**config.mk**
```make
export PLATFORM = sky130hd
export DESIGN_NAME = io_input_port
export DESIGN_NICKNAME = d
export VERILOG_FILES = /design/src/rtl/io_input_port.sv
export SDC_FILE = /design/constraint.sdc
export NUM_CORES = 1
export LEC_CHECK = 0
export CAP_MARGIN = 5
export CORE_MARGIN = 4
export CORE_UTILIZATION = 40
export CTS_BUF_LIST = sky130_fd_sc_hd__clkbuf_8
export CTS_CLUSTER_SIZE = 40
export DETAILED_ROUTE_END_ITERATION = 8
export PLACE_DENSITY = 0.67
export SLEW_MARGIN = 25
export SYNTH_ARGS = -nofsm -noshare
export SYNTH_HDL_FRONTEND = slang
export SYNTH_SLANG_ARGS = --single-unit
export TNS_END_PERCENT = 1
```
**constraint.sdc**
```tcl
create_clock -name clock -period 2.7 [get_ports clock]
set_input_delay 0.54 -clock clock [delete_from_list [all_inputs] [get_ports clock]]
set_output_delay 0.54 -clock clock [all_outputs]
set_load 0.01 [all_outputs]
```
**src/rtl/io_input_port.sv**
```systemverilog
// Input side of the memory-mapped I/O region: synchronises, debounces and
// latches switch and push-button inputs, and answers CPU loads one cycle later.
//
// Ports:
//   clock, reset            rising-edge clock, async active-high reset
//   in_port0/1 [SW_W]       raw switch banks (asynchronous)
//   and_model/add_model     raw active-low buttons (1 = released)
//   rd_en, rd_addr[7:0]     CPU load strobe and byte address (bits [1:0] ignored)
//   io_read_data [DATA_W]   load data, held until the next read
//   rd_valid                one-cycle pulse one cycle after rd_en
//   btn_event               OR of the sticky press flags

module io_deb_chan #(
  parameter int W                = 1,
  parameter int DEB_CYCLES       = 4,
  parameter logic [W-1:0] RST_VAL = '0
) (
  input  logic         clock,
  input  logic         reset,
  input  logic [W-1:0] raw_i,
  output logic [W-1:0] deb_o,
  output logic         upd_o
);

  localparam int CW = (DEB_CYCLES > 1) ? $clog2(DEB_CYCLES) : 1;
  localparam logic [CW-1:0] LAST = CW'(DEB_CYCLES - 1);

  logic [W-1:0]  s1_q, s2_q, pend_q, deb_q, deb_d;
  logic [CW-1:0] cnt_q, cnt_d;
  logic          mism, chg, upd;

  // chg: the pending (mismatching) value moved to another value,
  // so the new value starts its stability count from scratch.
  always_comb begin
    mism  = (s2_q != deb_q);
    chg   = (s2_q != pend_q) && (pend_q != deb_q);
    cnt_d = '0;
    deb_d = deb_q;
    upd   = 1'b0;
    if (mism) begin
      if (chg) begin
        cnt_d = '0;
      end else if (cnt_q == LAST) begin
        deb_d = s2_q;
        upd   = 1'b1;
        cnt_d = '0;
      end else begin
        cnt_d = cnt_q + CW'(1);
      end
    end
  end

  always_ff @(posedge clock or posedge reset) begin
    if (reset) begin
      s1_q   <= RST_VAL;
      s2_q   <= RST_VAL;
      pend_q <= RST_VAL;
      deb_q  <= RST_VAL;
      cnt_q  <= '0;
    end else begin
      s1_q   <= raw_i;
      s2_q   <= s1_q;
      pend_q <= s2_q;
      deb_q  <= deb_d;
      cnt_q  <= cnt_d;
    end
  end

  assign deb_o = deb_q;
  assign upd_o = upd;

endmodule

module io_input_port #(
  parameter int SW_W       = 5,
  parameter int DEB_CYCLES = 4,
  parameter int DATA_W     = 32
) (
  input  logic              clock,
  input  logic              reset,
  input  logic [SW_W-1:0]   in_port0,
  input  logic [SW_W-1:0]   in_port1,
  input  logic              and_model,
  input  logic              add_model,
  input  logic              rd_en,
  input  logic [7:0]        rd_addr,
  output logic [DATA_W-1:0] io_read_data,
  output logic              rd_valid,
  output logic              btn_event
);

  logic [SW_W-1:0]   p0_deb, p1_deb;
  logic              and_deb, add_deb;
  logic              p0_upd, p1_upd, and_upd, add_upd;
  logic [1:0]        flag_q, flag_d, press;
  logic              clr;
  logic [DATA_W-1:0] rdata_q, rdata_d;
  logic              rvalid_q;

  io_deb_chan #(.W(SW_W), .DEB_CYCLES(DEB_CYCLES), .RST_VAL('0)) u_p0 (
    .clock(clock), .reset(reset), .raw_i(in_port0),
    .deb_o(p0_deb), .upd_o(p0_upd)
  );

  io_deb_chan #(.W(SW_W), .DEB_CYCLES(DEB_CYCLES), .RST_VAL('0)) u_p1 (
    .clock(clock), .reset(reset), .raw_i(in_port1),
    .deb_o(p1_deb), .upd_o(p1_upd)
  );

  io_deb_chan #(.W(1), .DEB_CYCLES(DEB_CYCLES), .RST_VAL(1'b1)) u_and (
    .clock(clock), .reset(reset), .raw_i(and_model),
    .deb_o(and_deb), .upd_o(and_upd)
  );

  io_deb_chan #(.W(1), .DEB_CYCLES(DEB_CYCLES), .RST_VAL(1'b1)) u_add (
    .clock(clock), .reset(reset), .raw_i(add_model),
    .deb_o(add_deb), .upd_o(add_upd)
  );

  // A 1-bit update while the debounced level is 1 is a 1->0 press.
  assign press = {add_upd & add_deb, and_upd & and_deb};

  always_comb begin
    clr    = rd_en && (rd_addr[7:2] == 6'h23);
    flag_d = (clr ? 2'b00 : flag_q) | press;
    case (rd_addr[7:2])
      6'h20:   rdata_d = {{(DATA_W-SW_W){1'b0}}, p0_deb};
      6'h21:   rdata_d = {{(DATA_W-SW_W){1'b0}}, p1_deb};
      6'h22:   rdata_d = {{(DATA_W-2){1'b0}}, ~add_deb, ~and_deb};
      6'h23:   rdata_d = {{(DATA_W-2){1'b0}}, flag_q};
      default: rdata_d = '0;
    endcase
  end

  always_ff @(posedge clock or posedge reset) begin
    if (reset) begin
      flag_q   <= 2'b00;
      rdata_q  <= '0;
      rvalid_q <= 1'b0;
    end else begin
      flag_q   <= flag_d;
      rvalid_q <= rd_en;
      if (rd_en) rdata_q <= rdata_d;
    end
  end

  assign io_read_data = rdata_q;
  assign rd_valid     = rvalid_q;
  assign btn_event    = |flag_q;

endmodule
```
## Word-level counts from Yosys, hierarchy flattened

Index checks and enable logic that the tools add are counted.

| word-level totals | value |
|---|---|
| bits in registers | 91 |
| input port bits | 23 |
| output and inout bits | 34 |
| logic and storage cells | 86 |

| cells by class | value |
|---|---|
| add/subtract/negate cells | 4 |
| equal/unequal tests | 20 |
| multiplexer cells | 20 |
| bitwise operators | 9 |
| reduce and logical (&&, ||, !) cells | 10 |

Operator list:

| cell | number |
|---|---|
| 5-bit != test | 6 |
| 2-bit two-way mux | 13 |
| 6-bit == test (second input constant) | 4 |
| 5-bit one-hot mux with 4 select lines | 1 |
| 3-bit AND reduction | 4 |
| 2-bit by 1-bit adder with 2-bit output (second input constant) | 4 |
| 2-bit == test (second input constant) | 4 |
| 1-bit two-way mux | 6 |
| 1-bit != test | 6 |
| 1-bit inverter | 6 |
| 1-bit logical AND | 5 |
| 1-bit AND | 2 |
| 2-bit OR | 1 |
| 2-bit OR reduction | 1 |

## Longest topological paths before layout

| depth | value |
|---|---|
| depth in word-level cells | 6 |
| mapped depth | 5 |

## Hierarchy

A second synthesis with hierarchy kept.

| unflattened totals | value |
|---|---|
| cell total of the unflattened synthesis | 198 |
| area total of the unflattened synthesis | 2685.1 sq um |

Modules (own cells, without submodules):

| module | instances | cells each | area each (sq um) | sequential area each (sq um) |
|---|---|---|---|---|
| io_deb_chan at u_p0 ... | 2 | 54 | 842.1 | 550.5 |
| io_input_port | 1 | 66 | 620.6 | 200.2 |
| io_deb_chan at u_add ... | 2 | 12 | 190.2 | 128.9 |

## Worst setup path before layout

No wires, ideal clock.

| path | value |
|---|---|
| path type | register -> register |
| from | register u_p1.s2_q[2] |
| to | register u_p1.deb_q[0], in the netlist u_p1.deb_o[0] |
| library setup time | 0.128 ns |
| arrival time | 1.475 ns |
| data required time | 2.572 ns |
| slack | 1.097 ns |
| stages on the path, launching flop included | 6 |
| path buffers | 0 |
| period minus slack after synthesis | 1.603 ns |
| path through | dfrtp_1 xor2_1 nor3_2 a22oi_2 nor3b_4 mux2_1 |

| between the ends | value |
|---|---|
| word-level cells in the longest chain between the ends | 4 |
| elaborated cells on any way between the ends | 5 |
| classes of those cells | eq/ne (2); bitwise (1); reduce/logical (2) |

RTL lines:

| element | RTL line | source |
|---|---|---|
| start, declared | 28 | `logic [W-1:0] s1_q, s2_q, pend_q, deb_q, deb_d;` |
| start signal, assigned | 62 | `s2_q <= s1_q;` |
| 5-bit != test | 36 | `chg = (s2_q != pend_q) && (pend_q != deb_q);` |
| 1-bit logical AND | 36 |  |
| 1-bit inverter (no source line) | n/a |  |
| 3-bit AND reduction (no source line) (*) | n/a |  |
| end signal, assigned | 58 | `deb_q <= RST_VAL;` |
| end signal, assigned | 64 | `deb_q <= deb_d;` |
| end, declared | 28 |  |

Every way passes the cells marked *; elsewhere a longest branch is shown, timed or not.
A chain may end at the register's enable or synchronous reset.

## Final worst setup path

| path | value |
|---|---|
| from | register flag_q[0] |
| to | output port btn_event |

| between the ends | value |
|---|---|
| word-level cells in the longest chain between the ends | 1 |

RTL lines:

| element | RTL line | source |
|---|---|---|
| start, declared | 95 | `logic [1:0] flag_q, flag_d, press;` |
| start signal, assigned | 141 | `flag_q <= flag_d;` |
| 2-bit OR reduction | 149 | `assign btn_event = \|flag_q;` |
| end, declared | 89 | `output logic btn_event` |

No other way between the ends.

==> results by group <==
Yosys
  • Dominant synthesized flop cell: dfrtp_1
  • Area share of fa/ha/maj cells after synthesis: 1.898%
  • Post-synth EDFFs: 0
  • Post-synthesis cell area: 0.002638 mm2
  • Synth Area in Compound Gates: 3.843%
  • List of most frequent post-synthesis cells: 56 x dfrtp_1, 27 x buf_4, 24 x xor2_1
  • Synth async-reset ratio: 100.0%
  • Synth area leaders: dfrtp_1 53%, xor2_1 8.0%, buf_4 7.7%
  • Yosys warnings: 0
  • Synth area leader: dfrtp_1
  • Xor/xnor cell area share of the yosys netlist: 10.63%
  • Sequential share of the synthesized area: 59.11%
  • Count leader, synth: dfrtp_1
  • Synth top area share: 53.13%
  • Synth Area in Simple Gates: 8.159%
  • Post-Syn Area per Cell: 13.46 um2
  • #FFs+latches synth: 62
  • Synth cell types: 29
  • Gate Count Post-Synth: 196
  • Multiplexer area fraction after synthesis: 7.116%
  • Largest family of logic cells by synthesized area: XOR/XNOR gates

Critical path
  • Critical Path Source Type: flop
  • Crit Path Class: flop to primary output
  • R2R cell count: 5
  • Reg2reg start: u_p1.s2_q[2]$_DFF_PP0_
  • Worst Setup EP: btn_event
  • R2R Setup Slk: 0.93 ns
  • Crit-path max FO: 3
  • CP Capture Type: primary output
  • Worst reg2reg endpoint: u_p1.deb_o[3]$_DFFE_PP0P_
  • Slowest stage delay, CP: 0.49 ns
  • Crit path DAT: 1.52 ns
  • Crit path cell chain: or2_2, clkdlybuf4s50_1
  • Critical Path RT: 2.16 ns
  • Critical-path top delay cell: clkdlybuf4s50_1
  • CP startpoint: flag_q[0]$_DFF_PP0_

Floorplanning
  • Core ar.: 0.006386 mm2
  • Cell Rows: 29
  • Die height: 89.20 um
  • Die area: 0.007957 mm2
  • Die X: 89.20 um
  • Io pins: 57
  • Initial Util: 41.30%

Global route
  • Vias in the first global route: 1369
  • Initial antenna violation count: 0
  • Total congestion overflow: 0
  • First-pass GRT wire length: 6389 um
  • Largest net degree at the start of global routing: 63
  • Total track usage: 10.98%

Placed design
  • Gpl congestion: 0.7255
  • Pre-CTS WS: 0.5627 ns
  • Number of I/O port buffers: 27
  • DP Area: 0.002912 mm2
  • DP HPWL: 2733 um

Status
  • Status: finished clean

STA
  • Setup ws final: 0.6443 ns
  • Unrepaired setup endpoints after global routing: false
  • Final count of negative-setup-slack endpoints: 0
  • Skew final: 0.008100 ns
  • Relative slew slack: 65.66%
  • Slew Limit Fails: 0
  • Fmax: 486.4 MHz
  • Worst-margin pin slew: 0.5104 ns
  • Setup tns final: 0 ns
  • Period minus WS final: 2.056 ns
  • Hold Worst Slack: 0.3481 ns
  • Final hold violations: 0
  • Tcrit/Tclk final: 76.14%

CTS
  • Worst-Skew Late Latency: 0.34 ns
  • CTS tree: built
  • H-tree Lvls: 3
  • CTS Buf Count: 9
  • Clock sink total: 62
  • Clock root buffer: clkbuf_8
  • Hold Buf Count CTS: 0
  • Clock-pin slew on the worst setup and hold paths: 0.07 ns
  • CTS max path bufs: 2
  • Post-cts gate resize count: 0
  • # Post-CTS Setup Buffers: 0

Min path
  • HP Class: flop to flop

Layout
  • Layout cells sized above 1: 16.46%
  • Filler cells: 571
  • Final Cell Area: 0.003133 mm2
  • Layout area overhead: 18.79%
  • Nets: 259
  • Antenna diodes: 0
  • Multi-input gate area in the final layout: 935.9 um2
  • Register area: 0.001559 mm2

Pwr
  • Lkg Pwr: 1.428 nW
  • Max VDD drop: 332.5 uV
  • Power per cell area: 712.9 mW/mm2
  • Total chip power: 2.234 mW

Drt
  • Via count: 1364
  • Routed len/inst: 12.29 um
  • Remaining DRCs: 0
  • Detailed Route Iter0 Violations: 40
  • Total routed wirelength: 3860 um
  • Drt first pass iters: 4
  • Post-route ant nets: 0
  • Vias per cell: 4.344

Job
  • Max-Cap Viols: 0
-- stage by stage --
stage,std cells,utilization [%]
after global placement,298,45.59
final,314,49.06
after floorplan,222,-
after detailed placement,298,45.59
after global routing,314,49.06
after CTS,314,49.06
-- cells in the final DEF, fill, tap and decap left out, types with 4 or more instances in the layout --
cell             instances
nor2_1                   6
o22ai_1                  5
clkbuf_8                 9
conb_1                  27
dfrtp_1                 56
mux2_1                  10
xor2_1                  24
clkdlybuf4s50_1         27
mux2_2                   4
inv_1                    7
nor3_2                   6
xnor2_1                  8
ha_1                     4
dfstp_2                  6
-- metal layers --
layer  part of all wire, %  up-vias  wire length (um)  global-route usage [%]
li1                      -      679                 -                       -
met2                    42       42              1602                   15.07
met3                   7.6        6               293                   4.424
met1                    49      637              1883                   14.51
met5                     0        -                 0                       0
met4                   2.1        0                81                   6.495
-- report_power, final --
group	switching, mW	internal [mW]	total, mW
Sequential	0.0618	1.03	1.09
Clock	0.365	0.522	0.887
Combinational	0.118	0.141	0.259
-- logic make-up (layout without fill, tap and decap cells) --
| group | after synthesis | count (layout) |
|---|---|---|
| flip-flops | 62 | 62 |
| buffers and inverters | 37 | 52 |
| XOR/XNOR | 32 | 32 |
| AND/OR/NAND/NOR | 30 | 30 |
| multiplexers | 17 | 17 |
| AO/OA/AOI/OAI | 13 | 13 |
| adder cells (fa/ha/maj) | 4 | 4 |
| other | 1 | 27 |
-- how the worst min path moves through the flow --
stage | from | to | slack, ns | depth (start not counted)
final | u_p1.s1_q[3]$_DFF_PP0_ | u_p1.s2_q[3]$_DFF_PP0_ | 0.35 | 0
after global routing | u_p1.s1_q[3]$_DFF_PP0_ | u_p1.s2_q[3]$_DFF_PP0_ | 0.36 | 0
after CTS | u_p0.s1_q[1]$_DFF_PP0_ | u_p0.s2_q[1]$_DFF_PP0_ | 0.35 | 0
after detailed placement | u_p0.s1_q[0]$_DFF_PP0_ | u_p0.s2_q[0]$_DFF_PP0_ | 0.33 | 0
after global placement | u_p1.s1_q[3]$_DFF_PP0_ | u_p1.s2_q[3]$_DFF_PP0_ | 0.33 | 0
after floorplan | u_p0.s1_q[0]$_DFF_PP0_ | u_p0.s2_q[0]$_DFF_PP0_ | 0.33 | 0
-- flip-flops by register name, summed over array words and instances (netlist names), 5 cells and up --
signal        flops
u_p1.s1_q         5
u_p0.pend_q       5
u_p1.pend_q       5
u_p0.s2_q         5
u_p0.s1_q         5
u_p1.deb_o        5
u_p1.s2_q         5
u_p0.deb_o        5
io_read_data      5
-- final cells by class --
| class | count | share of cell area, % |
|---|---|---|
| Clock inverter | 7 | 3.115 |
| Timing Repair Buffer | 28 | 9.265 |
| Clock buffer | 9 | 3.954 |
| Sequential cell | 62 | 49.76 |
| Tap cell | 77 | 3.075 |
| Inverter | 8 | 0.9585 |
| Multi-Input combinational cell | 123 | 29.87 |
-- critical path, delay by kind of cell, from the launching register on --
kind          cells  cell delay, ns
simple gates      1            0.31
buf+inv           1            0.49
flops             1            0.39
No activity file was read; power rests on OpenSTA's default activity.
==> RTL change, RTL diff (config.mk and constraints unchanged) <==
Reset style: synchronous (`reset`), changed in 2 clocked blocks. Comments in the files are not updated.
--- a/src/rtl/io_input_port.sv
+++ b/src/rtl/io_input_port.sv
@@ -52,3 +52,3 @@
 
-  always_ff @(posedge clock or posedge reset) begin
+  always_ff @(posedge clock) begin
     if (reset) begin
@@ -134,3 +134,3 @@
 
-  always_ff @(posedge clock or posedge reset) begin
+  always_ff @(posedge clock) begin
     if (reset) begin
Check against the original RTL: differs if reset is asserted again (counterexample within 4 cycles, from zero or initial values and one cycle with reset high); with reset held inactive, the same outputs for 10 cycles.
==> RTL change against the unedited design <==
  * Clock skew fell by 0.0021 ns
  * Via count rose by 17%
  * Area after synthesis rose by 1.6%
  * Worst setup slack gained 0.10 ns
  * First-iteration DRC count grew to 2.7 times the old value
  * Non-clock buffer count stayed put
  * Synthesized cell count up 32%
  * Wire length increased by 8.4%
  * Combinational power down 49%
  * Sequential cell count is the same
  * Power down 21%
  * Final area shrank 1.5%
  * Critical endpoint unchanged
  * Largest cell class is now multi-input combinational cells
  * Highest routed layer unchanged
==> RTL change: results (changes against the unedited design) <==
Outcome: complete, no violations (unchanged). The synthesized-area fraction occupied by ao, oa, aoi and oai cells is 3.08% (was 3.84%). The worst setup skew after layout came to 0.00601 ns (was 0.00810 ns).

The share of layout cells above drive strength 1 is 12.9% (was 16.5%). The static power due to leakage was 1.40 nW (was 1.43 nW). The startpoint of the most critical register-to-register path is u_p0.deb_o[0]$_SDFFE_PP0P_ (was u_p1.s2_q[2]$_DFF_PP0_). The multiplexer share of the synthesized area came out at 7.14% (was 7.12%). The setup slack of the most critical reg-to-reg path was 0.99 ns (was 0.93 ns). The final critical-path setup slack came to 0.745 ns (was 0.644 ns).

The worst setup path startpoint is flag_q[1]$_SDFF_PP0_ (was flag_q[0]$_DFF_PP0_). The final weighted congestion in routability-driven placement is 0.740 (was 0.726). The worst reg2reg path endpoint is u_p0.deb_o[1]$_SDFFE_PP0P_ (was u_p1.deb_o[3]$_DFFE_PP0P_). The worst vdd rail ir drop came out at 0.377 mV (was 0.333 mV). The number of DRC markers in iteration 0 is 109 (was 40). The total number of nets in the final design came out at 316 (was 259).

The final wirelength is 4180 um (was 3860 um). Leading post-synthesis cells by cell area: sky130_fd_sc_hd__dfxtp_1, sky130_fd_sc_hd__nor2b_1, sky130_fd_sc_hd__xor2_1, sky130_fd_sc_hd__buf_4, sky130_fd_sc_hd__mux2_1 (was sky130_fd_sc_hd__dfrtp_1, sky130_fd_sc_hd__xor2_1, sky130_fd_sc_hd__buf_4, sky130_fd_sc_hd__dfstp_2, sky130_fd_sc_hd__mux2_1). The worst hold path depth is 1 (was 0). The cell area reported after detailed placement came out at 2920 um2 (was 2910 um2).

The worst slack on hold paths is 0.411 ns (was 0.348 ns). The end point of the most critical hold path is u_add.s2_q$_SDFF_PP1_ (was u_p1.s2_q[3]$_DFF_PP0_). The async set-or-reset flop fraction in the synthesized netlist came out at 0% (was 100%). The synthesized instance count came out at 258 (was 196). The post-synthesis xor/xnor area fraction came out at 10.5% (was 10.6%).

The worst slack after detailed placement came out at 0.566 ns (was 0.563 ns). The sequential cell area fraction in the yosys report came out at 46.3% (was 59.1%). Top cells by instance count after synthesis: sky130_fd_sc_hd__dfxtp_1, sky130_fd_sc_hd__nor2b_1, sky130_fd_sc_hd__buf_4 (was sky130_fd_sc_hd__dfrtp_1, sky130_fd_sc_hd__buf_4, sky130_fd_sc_hd__xor2_1). The number of placed cells counting well taps came to 355 (was 298). The internal power of the cells is 1.35 mW (was 1.69 mW).

The worst-case headroom to the max-slew limit is 43.3% (was 65.7%).
-- RTL change: cell count changes after synthesis, moves of 4 or more --
cell                       unedited run  this run
sky130_fd_sc_hd__clkbuf_1             2         7
sky130_fd_sc_hd__or2_2                1         7
sky130_fd_sc_hd__o22ai_1              5         0
sky130_fd_sc_hd__dfstp_2              6         0
sky130_fd_sc_hd__nand2_1              1         5
sky130_fd_sc_hd__nor2_1               6        14
sky130_fd_sc_hd__dfxtp_1              0        62
sky130_fd_sc_hd__dfrtp_1             56         0
sky130_fd_sc_hd__nor2b_1              2        50
-- RTL change: layout make-up --
| type | instances | area, um2 |
|---|---|---|
| clock buffer | 10 | 138 |
| fill | 594 | 3340 |
| clock inverter | 6 | 30.0 |
| multi-input combinational | 183 | 1290 |
| sequential | 62 | 1240 |
| timing repair buffer | 28 | 273 |
| inverter | 5 | 18.8 |
| tap | 77 | 96.3 |
-- RTL change: power by group through the flow --
stage / clock network, mW / registers, mW / logic [mW]
2_1_floorplan: 0 / 0.974 / 0.119
3_3_place_gp: 0 / 0.977 / 0.131
3_5_place_dp: 0 / 0.978 / 0.133
4_1_cts: 0.702 / 0.958 / 0.133
5_1_grt: 0.743 / 0.960 / 0.148
6_report: 0.675 / 0.958 / 0.133
-- RTL change: metal layers --
layer  wire length [um]  track usage [%]  vias to the layer above
met4                 89             8.04                        0
li1                   -                -                      842
met2               1960             17.6                       31
met1               1960             13.1                      716
met5                  0                0                        -
met3                178             2.50                        7
